--- src/rtl/axis_rr_arbiter.sv ---
// axis_rr_arbiter: packet-level round-robin arbiter, S_COUNT AXI-Stream
// sources onto one registered AXI-Stream output. Grant held until tlast.
// Ports: clk, rst (async, active-high);
//   s_axis_tdata/tkeep/tvalid/tlast in, s_axis_tready out (packed per stream);
//   m_axis_tdata/tkeep/tvalid/tlast out, m_axis_tready in.
// Option: define AXIS_ARB_SRC_ID_EN to add m_axis_tid (granted stream index).
module axis_rr_arbiter #(
  parameter int S_COUNT    = 4,
  parameter int DATA_WIDTH = 8,
  parameter int KEEP_WIDTH = (DATA_WIDTH + 7) / 8,
  localparam int GW        = (S_COUNT > 1) ? $clog2(S_COUNT) : 1
) (
  input  logic                          clk,
  input  logic                          rst,
  input  logic [S_COUNT*DATA_WIDTH-1:0] s_axis_tdata,
  input  logic [S_COUNT*KEEP_WIDTH-1:0] s_axis_tkeep,
  input  logic [S_COUNT-1:0]            s_axis_tvalid,
  output logic [S_COUNT-1:0]            s_axis_tready,
  input  logic [S_COUNT-1:0]            s_axis_tlast,
  output logic [DATA_WIDTH-1:0]         m_axis_tdata,
  output logic [KEEP_WIDTH-1:0]         m_axis_tkeep,
  output logic                          m_axis_tvalid,
  input  logic                          m_axis_tready,
`ifdef AXIS_ARB_SRC_ID_EN
  output logic [GW-1:0]                 m_axis_tid,
`endif
  output logic                          m_axis_tlast
);

  typedef enum logic {
    IDLE,
    BUSY
  } state_t;

  state_t state, state_n;

  // last_grant doubles as the current grant while BUSY
  logic [GW-1:0] last_grant, last_grant_n;
  logic [GW-1:0] pick;
  logic          found;

  logic                  out_ready;
  logic                  accept;
  logic [DATA_WIDTH-1:0] sel_data;
  logic [KEEP_WIDTH-1:0] sel_keep;
  logic                  sel_valid;
  logic                  sel_last;

  // Round-robin search starting just after the previous grant
  always_comb begin
    found = 1'b0;
    pick  = last_grant;
    for (int k = 1; k <= S_COUNT; k++) begin
      if (!found && s_axis_tvalid[(int'(last_grant) + k) % S_COUNT]) begin
        found = 1'b1;
        pick  = GW'((int'(last_grant) + k) % S_COUNT);
      end
    end
  end

  assign sel_data  = s_axis_tdata[int'(last_grant)*DATA_WIDTH +: DATA_WIDTH];
  assign sel_keep  = s_axis_tkeep[int'(last_grant)*KEEP_WIDTH +: KEEP_WIDTH];
  assign sel_valid = s_axis_tvalid[last_grant];
  assign sel_last  = s_axis_tlast[last_grant];

  // Output register can take a beat when empty or draining this cycle
  assign out_ready = !m_axis_tvalid || m_axis_tready;
  assign accept    = (state == BUSY) && sel_valid && out_ready;

  always_comb begin
    s_axis_tready = '0;
    if (state == BUSY) begin
      s_axis_tready[last_grant] = out_ready;
    end
  end

  always_comb begin
    state_n      = state;
    last_grant_n = last_grant;
    case (state)
      IDLE: begin
        if (found) begin
          state_n      = BUSY;
          last_grant_n = pick;
        end
      end
      BUSY: begin
        if (accept && sel_last) begin
          state_n = IDLE;
        end
      end
      default: state_n = IDLE;
    endcase
  end

  always_ff @(posedge clk or posedge rst) begin
    if (rst) begin
      state      <= IDLE;
      last_grant <= GW'(S_COUNT - 1);
    end else begin
      state      <= state_n;
      last_grant <= last_grant_n;
    end
  end

  always_ff @(posedge clk or posedge rst) begin
    if (rst) begin
      m_axis_tvalid <= 1'b0;
      m_axis_tdata  <= '0;
      m_axis_tkeep  <= '0;
      m_axis_tlast  <= 1'b0;
    end else if (accept) begin
      m_axis_tvalid <= 1'b1;
      m_axis_tdata  <= sel_data;
      m_axis_tkeep  <= sel_keep;
      m_axis_tlast  <= sel_last;
    end else if (m_axis_tready) begin
      m_axis_tvalid <= 1'b0;
    end
  end

`ifdef AXIS_ARB_SRC_ID_EN
  always_ff @(posedge clk or posedge rst) begin
    if (rst) begin
      m_axis_tid <= '0;
    end else if (accept) begin
      m_axis_tid <= last_grant;
    end
  end
`endif

endmodule

--- config.mk ---
export PLATFORM = sky130hd
export DESIGN_NAME = axis_rr_arbiter
export DESIGN_NICKNAME = d
export VERILOG_FILES = /design/src/rtl/axis_rr_arbiter.sv
export SDC_FILE = /design/constraint.sdc
export NUM_CORES = 1
export LEC_CHECK = 0
export ABC_AREA = 1
export CAP_MARGIN = 30
export CELL_PAD_IN_SITES_DETAIL_PLACEMENT = 1
export CELL_PAD_IN_SITES_GLOBAL_PLACEMENT = 2
export CORE_ASPECT_RATIO = 0.8
export CORE_MARGIN = 4
export CORE_UTILIZATION = 17
export CTS_CLUSTER_DIAMETER = 60
export DETAILED_ROUTE_END_ITERATION = 7
export GPL_TIMING_DRIVEN = 0
export MAX_ROUTING_LAYER = met4
export PLACE_DENSITY_LB_ADDON = 0.1
export SYNTH_ARGS = -nofsm -noshare
export SYNTH_HDL_FRONTEND = slang
export SYNTH_SLANG_ARGS = --single-unit
--- constraint.sdc ---
create_clock -name clk -period 1.7 [get_ports clk]
set_clock_uncertainty 0.05 [all_clocks]
set_input_delay 0.17 -clock clk [delete_from_list [all_inputs] [get_ports clk]]
set_output_delay 0.17 -clock clk [all_outputs]
set_load 0.05 [all_outputs]
==> impl_metrics.toml <==
[outcome]
status = "finished with violations"
violations = "setup timing"

[finish]
n_antenna_cell = 0
final_cell_mix = "55 x clkdlybuf4s50_1, 39 x nand2_1, 23 x nor2_1"
final_common_cell = "clkdlybuf4s50_1"
drive_gt1_share_pct = 27.1
regArea_sq_um = 353
final_nets = 308
fillers = 805
fin_util_pct = 34.2
syn_to_final_growth_pct = 91.7
multi_input_comb_area_sq_um = 833
fin_cells = 339

[routing]
wl_per_cell_um = 15.0
vias_per_cell = 4.27
ant_nets = 0
routed_wl_mm = 5.10
drt_first_pass_iters = 4
via_count = 1448
drcViolationCount = 0
drt-initial-drc-count = 41

[global_route]
antenna_found_initial = 0
overflow = 0
grt_first_pass_wirelength_mm = 8.04
grt_use_total_pct = 12.8
grt_max_degree = 15
grt_pass1_vias = 1581

[timing]
max_freq_mhz = 580
fin_crit_ns = 1.72
max_slew_margin_pct = 62.3
drv_slew = 0
hold_viol = 0
min_period_over_period_pct = 101
rsz0062_at_grt = "yes"
whs_ns = 0.233
setup_viol = 3
tns_ns = -0.0502
finalWorstSetupSlack_ns = -0.0231
tightest_slew_ns = 0.565

[yosys]
yosysSeqAreaShare_pct = 30.4
ys_warn_count = 0
syn_area_sq_um = 1160
syn_area_per_cell_sq_um = 6.67
syn-num-nets = 225
ys_types = 22
synth_cells = 174
synth-seq-cells = 14

[setup_path]
rr_worst_depth = 10
crit_type = "reg -> reg"
r2r_end = "last_grant[1]"
regToRegStartpoint = "last_grant[1]"
arrival_ns = 1.85
reg2reg_setup_slack_ns = -0.02
worstSetupStartpoint = "last_grant[1]"
cp-start-kind = "flip-flop"
cp_max_fo = 5
crit_path_end_kind = "flip-flop"
cp_data_required_time_ns = 1.83

[pwr]
internal-power_w = 0.00223
power.switching_w = 0.00257
netSwitchingFraction_pct = 53.6
finalPower_w = 0.00479
peakVddDrop_mv = 0.429
combPwrFrac_pct = 81.2
pwr-share-clk_pct = 5.7
seqPwrFrac_pct = 13.1
power_density_nw_per_um2 = 2150
power_leakage_nw = 1.02

[placed_design]
portBuffers = 61
place_congestion = 0.730
post-dp-hpwl_mm = 3.76
dp.cells = 319

[min_path]
hold_class = "in -> async"

[clock_network]
clock_latency_ns = 0.24
path_clk_slew_ns = 0.06
cts_tree = "done"
cts_root_buf = "clkbuf_8"
cts.path.max_buffers = 2
cts_made_buffers = 3
cts_sinks = 14
h-tree-depth = 1
postCtsHoldBufs = 0

[die]
die_h_um = 81.9
core_sq_um = 6510
dieArea_sq_um = 8220
ioPinCount = 62
start_util_pct = 17.8
row_count = 26
fp.dieW_um = 100

[run]
max_cap_violations = 0
==> what timing repair did <==
item / in CTS / in global routing
pin swaps: 6 / 2
setup buffers: 13 / 3
cloned: 1 / 1
gates resized for setup: 40 / 25
setup endpoints to repair: 7 / 19
==> power by group through the flow <==
stage / clock network [W] / logic (W) / registers, W
floorplan: 0 / 0.00176 / 0.00107
global placement: 0 / 0.00314 / 0.000661
detailed placement: 0 / 0.00314 / 0.000661
CTS: 0.000289 / 0.00361 / 0.000640
global route: 0.000297 / 0.00426 / 0.000650
finish: 0.000272 / 0.00389 / 0.000627
==> cells in the mapped netlist <==
master     n  share of area (%)
nand3_2    4                3.5
ha_1       4                4.3
buf_6      3                2.9
nor2_4     1               0.97
nand3_1   17                7.3
dfrtp_1   12                 26
o22ai_1   10                5.4
o21ai_2    1               0.76
nand2_4    1               0.97
inv_1      9                2.9
buf_2      5                2.2
clkbuf_1   1               0.32
nand2_1   46                 15
inv_2      1               0.32
a21oi_1    2               0.86
nand2_2    6                3.2
o21ai_0   20                8.6
clkbuf_2   1               0.43
nand4_1    1               0.54
nor2_1    26                8.4
inv_6      1               0.76
dfstp_2    2                4.5
==> cells by family (layout without fill, tap and decap cells) <==
family,count (synthesis),in the layout,synth area share (%)
compound gates,33,33,15.6
fa+ha+maj,4,4,4.32
buf+inv,21,102,9.81
flops,14,14,30.4
simple gates,102,102,39.8
==> through the flow <==
step / cell area (sq um) / worst slack [ns]
after CTS: 2120 / -0.0490
after detailed placement: 1920 / -0.454
after global placement: 1920 / -0.445
after floorplan: 1200 / -0.0744
after global routing: 2220 / -0.110
final: 2220 / -0.0231
==> worst max-delay path, stage by stage, from the launching register on <==
cell and delay [ns]:
dfstp_2 0.57, inv_2 0.06, buf_8 0.13, ha_4 0.24, inv_4 0.08, nand3_4 0.07, nand2_4 0.11, nand3_4 0.08
nand2_2 0.08, nand2_2 0.05, a21oi_2 0.12
==> layout make-up <==
class / count / area share (%)
buffer: 9 / 3.60
sequential: 14 / 15.9
timing repair buffer: 79 / 33.9
multi-input combinational: 139 / 37.5
clock buffer: 3 / 1.86
tap: 84 / 4.73
inverter: 11 / 2.53
==> registers in the layout, summed over array words and instances (netlist names) <==
register and count:
state 1, m_axis_tvalid 1, m_axis_tkeep 1, last_grant 2, m_axis_tlast 1, m_axis_tdata 8
==> routing by layer <==
layer  GRT usage [%]  wire length (um)  vias up
met4            1.21                19        0
met5               -                 0        -
met1            17.1              2590      665
met3            2.46               234        2
met2            20.8              2260       44
li1                -                 -      737
==> worst max-delay path by stage <==
stage | end | depth (start not counted)
after floorplan | s_axis_tready[0] | 3
after global placement | s_axis_tready[2] | 7
after detailed placement | s_axis_tready[2] | 7
after CTS | last_grant[1] | 9
after global routing | last_grant[1] | 10
final | last_grant[1] | 10
(Power assumes the default switching activity.)
